## src/rtl/ace_snoop_bcast.sv

```systemverilog
// Snoop fan-out/fan-in stage for the ACE CCU: broadcasts one snoop on the AC channel of every targeted port,
// collects the CR responses and returns one merged response plus the first data-supplying port.
module ace_snoop_bcast #(
    parameter int unsigned NoSnpPorts   = 4,
    parameter int unsigned AddrWidth    = 64,
    parameter int unsigned AcSnoopWidth = 4,
    parameter int unsigned CrRespWidth  = 5,
    localparam int unsigned IdxW        = $clog2(NoSnpPorts)
) (
    input  logic                              clk_i,
    input  logic                              rst_ni,
    input  logic [NoSnpPorts-1:0]             port_en_i,
    input  logic                              req_valid_i,
    output logic                              req_ready_o,
    input  logic [AddrWidth-1:0]              req_addr_i,
    input  logic [AcSnoopWidth-1:0]           req_snoop_i,
    input  logic [2:0]                        req_prot_i,
    input  logic [IdxW-1:0]                   req_init_i,
    output logic [NoSnpPorts-1:0]             ac_valid_o,
    input  logic [NoSnpPorts-1:0]             ac_ready_i,
    output logic [AddrWidth-1:0]              ac_addr_o,
    output logic [AcSnoopWidth-1:0]           ac_snoop_o,
    output logic [2:0]                        ac_prot_o,
    input  logic [NoSnpPorts-1:0]             cr_valid_i,
    output logic [NoSnpPorts-1:0]             cr_ready_o,
    input  logic [NoSnpPorts*CrRespWidth-1:0] cr_resp_i,
    output logic                              resp_valid_o,
    input  logic                              resp_ready_i,
    output logic [CrRespWidth-1:0]            resp_o,
    output logic                              resp_data_vld_o,
    output logic [IdxW-1:0]                   resp_data_idx_o
);

    typedef enum logic [1:0] {
        Idle  = 2'd0,
        Bcast = 2'd1,
        Resp  = 2'd2
    } state_e;

    state_e                  state;
    logic                    reqReady;
    logic                    respValid;
    logic [NoSnpPorts-1:0]   acPend;
    logic [NoSnpPorts-1:0]   crPend;
    logic [AddrWidth-1:0]    acAddr;
    logic [AcSnoopWidth-1:0] acSnoop;
    logic [2:0]              acProt;
    logic [CrRespWidth-1:0]  respMerge;
    logic                    dataVld;
    logic [IdxW-1:0]         dataIdx;

    logic [NoSnpPorts-1:0]   tgt;
    logic [NoSnpPorts-1:0]   crReady;
    logic [NoSnpPorts-1:0]   acHs;
    logic [NoSnpPorts-1:0]   crHs;
    logic [CrRespWidth-1:0]  mergeOr;
    logic                    newDtVld;
    logic [IdxW-1:0]         newDtIdx;

    // Target mask: enabled ports minus the initiator (an out-of-range initiator excludes nobody).
    always_comb begin
        tgt = {NoSnpPorts{1'b0}};
        for (int i = 0; i < NoSnpPorts; i++) begin
            if (req_init_i == IdxW'(i)) begin
                tgt[i] = 1'b0;
            end else begin
                tgt[i] = port_en_i[i];
            end
        end
    end

    // A port's CR is only accepted once its AC has been handshaken in an earlier cycle.
    always_comb begin
        crReady = crPend & ~acPend;
        acHs    = acPend & ac_ready_i;
        crHs    = cr_valid_i & crReady;
    end

    // Merge this cycle's CR handshakes; scanning downward leaves the lowest DataTransfer index.
    always_comb begin
        mergeOr  = {CrRespWidth{1'b0}};
        newDtVld = 1'b0;
        newDtIdx = {IdxW{1'b0}};
        for (int i = NoSnpPorts - 1; i >= 0; i--) begin
            if (crHs[i]) begin
                mergeOr = mergeOr | cr_resp_i[i*CrRespWidth +: CrRespWidth];
                if (cr_resp_i[i*CrRespWidth]) begin
                    newDtVld = 1'b1;
                    newDtIdx = IdxW'(i);
                end else begin
                    newDtVld = newDtVld;
                end
            end else begin
                mergeOr = mergeOr;
            end
        end
    end

    // Transaction FSM with all outputs and payload held in registers.
    always_ff @(posedge clk_i or negedge rst_ni) begin
        if (!rst_ni) begin
            state     <= Idle;
            reqReady  <= 1'b1;
            respValid <= 1'b0;
            acPend    <= {NoSnpPorts{1'b0}};
            crPend    <= {NoSnpPorts{1'b0}};
            acAddr    <= {AddrWidth{1'b0}};
            acSnoop   <= {AcSnoopWidth{1'b0}};
            acProt    <= 3'b000;
            respMerge <= {CrRespWidth{1'b0}};
            dataVld   <= 1'b0;
            dataIdx   <= {IdxW{1'b0}};
        end else begin
            case (state)
                Idle: begin
                    if (req_valid_i) begin
                        acAddr    <= req_addr_i;
                        acSnoop   <= req_snoop_i;
                        acProt    <= req_prot_i;
                        acPend    <= tgt;
                        crPend    <= tgt;
                        respMerge <= {CrRespWidth{1'b0}};
                        dataVld   <= 1'b0;
                        dataIdx   <= {IdxW{1'b0}};
                        reqReady  <= 1'b0;
                        if (tgt != {NoSnpPorts{1'b0}}) begin
                            state <= Bcast;
                        end else begin
                            state     <= Resp;
                            respValid <= 1'b1;
                        end
                    end else begin
                        reqReady <= 1'b1;
                    end
                end
                Bcast: begin
                    acPend    <= acPend & ~acHs;
                    crPend    <= crPend & ~crHs;
                    respMerge <= respMerge | mergeOr;
                    if (newDtVld && (!dataVld || (newDtIdx < dataIdx))) begin
                        dataVld <= 1'b1;
                        dataIdx <= newDtIdx;
                    end else begin
                        dataVld <= dataVld;
                    end
                    if ((acPend == {NoSnpPorts{1'b0}}) && (crPend == {NoSnpPorts{1'b0}})) begin
                        state     <= Resp;
                        respValid <= 1'b1;
                    end else begin
                        state <= Bcast;
                    end
                end
                Resp: begin
                    if (resp_ready_i) begin
                        state     <= Idle;
                        respValid <= 1'b0;
                        reqReady  <= 1'b1;
                    end else begin
                        state <= Resp;
                    end
                end
                default: begin
                    state     <= Idle;
                    reqReady  <= 1'b1;
                    respValid <= 1'b0;
                    acPend    <= {NoSnpPorts{1'b0}};
                    crPend    <= {NoSnpPorts{1'b0}};
                end
            endcase
        end
    end

    assign req_ready_o     = reqReady;
    assign ac_valid_o      = acPend;
    assign ac_addr_o       = acAddr;
    assign ac_snoop_o      = acSnoop;
    assign ac_prot_o       = acProt;
    assign cr_ready_o      = crReady;
    assign resp_valid_o    = respValid;
    assign resp_o          = respMerge;
    assign resp_data_vld_o = dataVld;
    assign resp_data_idx_o = dataIdx;

endmodule

```

## config.mk

```make
export PLATFORM = sky130hd
export DESIGN_NAME = ace_snoop_bcast
export DESIGN_NICKNAME = d
export VERILOG_FILES = /design/src/rtl/ace_snoop_bcast.sv
export SDC_FILE = /design/constraint.sdc
export NUM_CORES = 1
export LEC_CHECK = 0
export ABC_AREA = 1
export BUFFER_PORTS_ARGS = -buffer_cell sky130_fd_sc_hd__buf_2
export CORE_AREA = 2 2 96 98
export DETAILED_ROUTE_END_ITERATION = 16
export DIE_AREA = 0 0 98 100
export GPL_TIMING_DRIVEN = 1
export PLACE_DENSITY_LB_ADDON = 0.08
export SLEW_MARGIN = 10
export SYNTH_ARGS = -nofsm -noshare
export SYNTH_HDL_FRONTEND = slang
export SYNTH_SLANG_ARGS = --single-unit
export TNS_END_PERCENT = 100
```

## constraint.sdc

```tcl
create_clock -name clk_i -period 2 [get_ports clk_i]
set_clock_uncertainty 0.05 [all_clocks]
set_input_delay 0.6 -clock clk_i [delete_from_list [all_inputs] [get_ports clk_i]]
set_output_delay 0.6 -clock clk_i [all_outputs]
set_load 0.1 [all_outputs]
```

==> run summary, run 1 <==
FMAX - 0.508 GHz
final hold vios - 0
CTS tree - done
Critical Path AT - 1320 ps
CP delay by family, top - flip-flops
Die Area - 0.00980 mm2
Final Net Count - 772
post-synthesis mux area share - 0%
Synth top area share - 57.8%
CP endpoint kind - primary output
CP Data Required Time - 1350 ps
Global Route Usage Sum - 20.2%
routability congestion estimate - 0.831
router iterations before antenna repair - 5
max_slew headroom - 66.9%
synthesized flop and latch total - 91
total grt overflow - 0
actual slew at the worst max-slew pin - 497 ps
Setup CP Type - reg2out
vias in the first global route - 3415
Vias/cell - 4.61
Synth Area in XOR/XNOR - 0%
num ports - 198
deepest clock path buffer count - 2
Cell Chain, Critical Path - buf_2
syn nets - 571
first-pass GRT wire length - 16100 um
status - complete, no violations
Die Ht - 100 um
Period minus WS final - 1970 ps
Compound-Gate Fraction of Synth Area - 4.66%
share of cells above drive strength 1 - 38.5%
adder-cell area share of the yosys netlist - 0.321%
drt total wl - 9620 um
Mapped Cells - 461
leading post-synthesis cells by cell area - dfrtp_1, nand2_1, nor2_1
Area growth syn-to-layout - 35.5%
Root Buffer Master - clkbuf_8
Critical Path Fanout Max - 2
slowest stage cell, crit path - dfstp_2
WL/cell - 12.4 um
Syn Area/Cell - 8.45 um2
n_diodes - 0
worst-skew pair later-pin latency - 350 ps
largest area contributor in the netlist - dfrtp_1
placed wire-length estimate - 6980 um
CTS Sinks - 91
CTS Buf Count - 9
htree depth - 3
Core Area - 0.00889 mm2
Warnings, synthesis - 0
Routed Antenna Nets - 0
fin. max-slew vios - 0
Critical Path Max Stage Delay - 540 ps
Critical path buffers and inverters - 1
clk slew on worst S/H paths - 90 ps
initial antenna violation count - 0
synth unique cells - 33
largest net degree at the start of global routing - 92
DR iter-0 viols - 95
worst hold path type - in2async
DIE WIDTH - 98 um
max-cap violations - 0
CP Launch Type - register
Seq/Total Area, Yosys - 58.5%
setup TNS - 0 ps
mapped cell area - 0.00390 mm2
final-report setup violation count - 0
initial core utilization - 43.8%
Post-route DRC - 0
detailed-route via count - 3589
Tcrit/Tclk final - 98.3%
largest family of logic cells by synthesized area - simple AND/OR/NAND/NOR gates
simple-gate portion of the synthesized area - 30.9%
Rows - 35
hold-fix buffer count after cts - 0
IO Port Bufs - 197
## cells in the final DEF (no fill, tap or decap), drive strengths merged
cell type | Yosys | routed
o21a | 1 | 1
clkinv | 1 | 3
a21oi | 1 | 1
nand3 | 7 | 7
a22o | 1 | 1
nor2 | 22 | 22
nor3 | 2 | 2
bufinv | 0 | 1
inv | 24 | 26
o21ai | 16 | 16
buf | 16 | 208
ha | 1 | 1
a32o | 3 | 3
clkinvlp | 0 | 1
or2 | 1 | 1
clkbuf | 2 | 10
a21boi | 1 | 1
dfstp | 1 | 1
dfrtp | 90 | 90
a211oi | 1 | 1
nand4 | 4 | 4
and3 | 1 | 1
a221oi | 4 | 4
nand2 | 260 | 260
nor4 | 1 | 1
## metal layers
metal  vias to the layer above  share of wire (%)  track usage, %
li1                       1822                  -               -
met5                         -                  0               0
met2                       132                 45            31.3
met3                        19                7.8            5.29
met4                         0                2.4            8.76
met1                      1616                 44            27.2
## cell families (layout without fill, tap and decap cells)
family,after synthesis,in the layout
flip-flops,91,91
AND/OR/NAND/NOR,298,298
adder cells (fa/ha/maj),1,1
AO/OA/AOI/OAI,28,28
buffers and inverters,43,249
## worst reg2reg max path, stage by stage, from the launching register on
cell     delay [ps]
dfrtp_4         510
nor2_4          200
nand3_2         130
nand2_2          80
nor2_1           50
ha_1            260
nand2_1          60
nand2_1          60
nand2_2          60
nand2_2          50
nand2_2          70
nand3_2          70
nand2_1          60
nand2_1          50
## Yosys cell counts, drive strengths merged
library cell / number
inv: 24
o21ai: 16
and3: 1
nand2: 260
ha: 1
a221oi: 4
dfrtp: 90
or2: 1
a32o: 3
nand4: 4
dfstp: 1
buf: 16
nor2: 22
clkinv: 1
a21oi: 1
nor3: 2
a22o: 1
clkbuf: 2
nand3: 7
nor4: 1
a211oi: 1
a21boi: 1
o21a: 1
## area by class of cell
type | instances | area [um2]
fillers | 848 | 3610
flip-flops and latches | 91 | 2290
multi-input cells | 327 | 1430
repair buffers | 208 | 1120
well taps | 111 | 139
clock buffers | 10 | 138
inverters | 25 | 96.3
clock inverters | 6 | 72.6
## sequential cells by signal, indices dropped and copies added, names as in the netlist
| signal | cells |
|---|---|
| ac_snoop_o | 4 |
| resp_data_vld_o | 1 |
| ac_valid_o | 4 |
| resp_data_idx_o | 2 |
| crPend | 4 |
| state | 2 |
| ac_prot_o | 3 |
| resp_o | 5 |
| ac_addr_o | 64 |
| resp_valid_o | 1 |
| req_ready_o | 1 |
## stage by stage
step	hold slack, ps	instance area (um2)	utilization (%)	cells	worst slack [ps]
final	214	5280	59.4	778	33.1
after floorplan	254	3930	-	461	-452
after global placement	398	5040	56.7	759	-7.51
after CTS	242	5250	59.1	775	19.4
after global routing	249	5280	59.4	778	-2.79
after detailed placement	403	5040	56.7	759	-75.7
## path summary, 6_finish.rpt
check	startpoint	to	slack (ps)	depth (start not counted)
setup / recovery	req_ready_o	req_ready_o	30	1
hold / removal	rst_ni	ac_addr_o[37]	210	2
setup reg to reg	ac_valid_o[1]	resp_data_idx_o[0]	140	13
hold reg to reg	ac_prot_o[0]	ac_prot_o[0]	420	2
max in group asynchronous	rst_ni	ac_valid_o[1]	1270	2
min in group clk_i	req_addr_i[31]	ac_addr_o[31]	380	3
## timing repair
item	CTS	global route
gates cloned	0	0
setup endpoints to repair	3	2
buffers inserted	0	3
resized for setup	3	2
pin swaps	0	3
endpoints found under the hold margin	0	0
Power of run 1 is not shown: default switching activity piles up to over one toggle a cycle in this logic, so the estimate is an artifact.
==> run 2, diff against run 1 <==
- CORE_AREA: 2 2 96 98 -> 2 2 101 103
- DIE_AREA: 0 0 98 100 -> 0 0 103 105
- clock period: 2 -> 1.7 ns (I/O delays scaled with it)
==> run 2 against run 1 <==
Net effect: setup slack got worse by 230 ps; via count grew 3.9%; first-iteration DRC count is 8.4% higher; clock-buffer cell count fell by 1; utilization increased by 3.4 points; routed wire length up 8.3%; the flow now finishes with violations (negative setup slack); critical path depth is 4 higher; highest routed layer unchanged; die area is 10% higher; global-route usage decreased by 0.32 points; sequential share of layout area fell by 5.4 points; worst hold slack worse by 180 ps; register-to-register slack got worse by 300 ps.
==> run summary, run 2 (synthesis results as in run 1) <==
Post-route DRC - 0 (unchanged)
commonest non-fill, non-tap cell in the layout - nand2_1 (unchanged)
status - finished with violations (was complete, no violations)
Period minus WS final - 1890 ps
Setup CP Type - reg2out (unchanged)
hold-fix buffer count after cts - 0 (unchanged)
Largest register FFs - 64 (unchanged)
Rows - 36 (was 35)
Area growth syn-to-layout - 55.4% (was 35.5%)
Global Route Usage Sum - 19.9% (was 20.2%)
Vias/cell - 4.50 (was 4.61)
reg-to-reg slack, setup - -160 ps (was 140 ps)
commonest non-fill, non-tap cells in the layout - nand2_1, buf_2, buf_4 (was nand2_1, buf_2, dfrtp_1)
design area - 0.00606 mm2 (was 0.00528 mm2)
final-report setup violation count - 10 (was 0)
max_slew headroom - 72.5% (was 66.9%)
CTS Sinks - 91 (unchanged)
failing checks - negative setup slack
R2R cell count - 16 (was 13)
Post-Place Cells - 800 (was 759)
vias in the first global route - 3754 (was 3415)
Die Area - 0.0108 mm2 (was 0.00980 mm2)
Critical Path Fanout Max - 2 (unchanged)
detailed-route via count - 3728 (was 3589)
Core Area - 0.00964 mm2 (was 0.00889 mm2)
IO Port Bufs - 197 (unchanged)
worst hold path type - in2async (unchanged)
Final Net Count - 800 (was 772)
share of cells above drive strength 1 - 42.9% (was 38.5%)
Tcrit/Tclk final - 111%
DR iter-0 viols - 103 (was 95)
deepest clock path buffer count - 2 (unchanged)
CP Launch Type - register (unchanged)
max-cap violations - 0 (unchanged)
placed inst area - 0.00542 mm2 (was 0.00504 mm2)
Critical Path AT - 1330 ps (was 1320 ps)
routability congestion estimate - 0.818 (was 0.831)
worst r2r src - ac_valid_o[3] (was ac_valid_o[1])
htree depth - 3 (unchanged)
final std cells w/o fill - 828 (was 778)
CTS Buf Count - 9 (unchanged)
critical path endpoint - cr_ready_o[3] (was req_ready_o)
CTS tree - done (unchanged)
CP Data Required Time - 1140 ps (was 1350 ps)
largest net degree at the start of global routing - 50 (was 92)
worst-skew pair later-pin latency - 350 ps (about the same)
FMAX - 0.528 GHz
initial antenna violation count - 0 (unchanged)
CP endpoint kind - primary output (unchanged)
clk slew on worst S/H paths - 100 ps (was 90 ps)
final setup margin - -195 ps (was 33.1 ps)
DP Worst Slack - -333 ps (was -75.7 ps)
Routed Antenna Nets - 0 (unchanged)
num ports - 198 (unchanged)
initial core utilization - 40.4% (was 43.8%)
Die Ht - 105 um (was 100 um)
n_diodes - 0 (unchanged)
WL/cell - 12.6 um (was 12.4 um)
first-pass GRT wire length - 17100 um (was 16100 um)
placed wire-length estimate - 7610 um (was 6980 um)
CP Launch Point - crPend[3] (was req_ready_o)
router iterations before antenna repair - 4 (was 5)
DIE WIDTH - 103 um (was 98 um)
filler instances - 900 (was 848)
total grt overflow - 0 (unchanged)
actual slew at the worst max-slew pin - 413 ps (was 497 ps)
RSZ-0062 raised after global routing - yes
Root Buffer Master - clkbuf_8 (unchanged)
drt total wl - 10400 um (was 9620 um)
capturing point of the worst reg2reg path - resp_data_idx_o[1] (was resp_data_idx_o[0])
fin. max-slew vios - 0 (unchanged)
final hold vios - 0 (unchanged)
[run 2: cell types whose count changed in the layout (fill, tap and decap cells not counted), moves of 3 or more]
cell      delta
buf_6        +7
nand2_2      +3
buf_12      +14
dfrtp_4      +3
inv_1        -3
dfrtp_2      -3
nor2_4       +3
buf_4       +84
clkbuf_4     +8
a221oi_1     -3
nand2_1      -3
a221oi_2     +3
buf_2       -85
[run 2: worst max-delay path, cell delays in order (launching register included)]
cell and delay, ps:
dfrtp_1 410, buf_4 130, inv_1 40, buf_4 130, nor2_4 90, buf_12 180
[run 2: timing repair]
| action | 4_1_cts | 5_1_grt |
|---|---|---|
| buffers inserted | 11 | 4 |
| pin swaps | 10 | 7 |
| endpoints found under the hold margin | 0 | 0 |
| gates resized for setup | 81 | 23 |
| gates cloned | 0 | 0 |
| setup endpoints to repair | 80 | 25 |
[run 2: how the worst min path moves through the flow]
stage,end,slack (ps),cells after the start,startpoint
global placement,ac_addr_o[56],400,2,ac_addr_o[56]
detailed placement,ac_addr_o[29],400,2,ac_addr_o[29]
global route,ac_addr_o[10],50,1,rst_ni
CTS,ac_addr_o[10],30,1,rst_ni
floorplan,ac_addr_o[0],160,0,rst_ni
finish,ac_addr_o[10],30,1,rst_ni
[run 2: metrics by stage]
step | hold WS [ps] | utilization (%) | TNS (ps)
after floorplan | 164 | - | -2480
after global placement | 398 | 56.2 | -551
after detailed placement | 404 | 56.2 | -760
after CTS | 34.8 | 61.8 | -1760
after global routing | 45.0 | 62.8 | -1690
final | 32.4 | 62.8 | -1040
[run 2: layout make-up]
cell class / count / area [um2] / area share, %
Sequential cell: 91 / 2290 / 37.9
Inverter: 25 / 101 / 1.67
Timing Repair Buffer: 236 / 1740 / 28.8
Multi-Input combinational cell: 327 / 1500 / 24.8
Clock inverter: 7 / 124 / 2.05
Tap cell: 133 / 166 / 2.75
Clock buffer: 9 / 124 / 2.05
[run 2: layer usage]
layer / part of all wire [%] / wire length, um / track usage, % / vias to the layer above
met5: 0 / 0 / 0 / -
met1: 42 / 4380 / 23.9 / 1716
met2: 49 / 5150 / 34.3 / 123
met4: 1.3 / 132 / 6.58 / 0
met3: 7.2 / 745 / 5.22 / 13
li1: - / - / - / 1876
Power of run 2 is left out for the same reason.
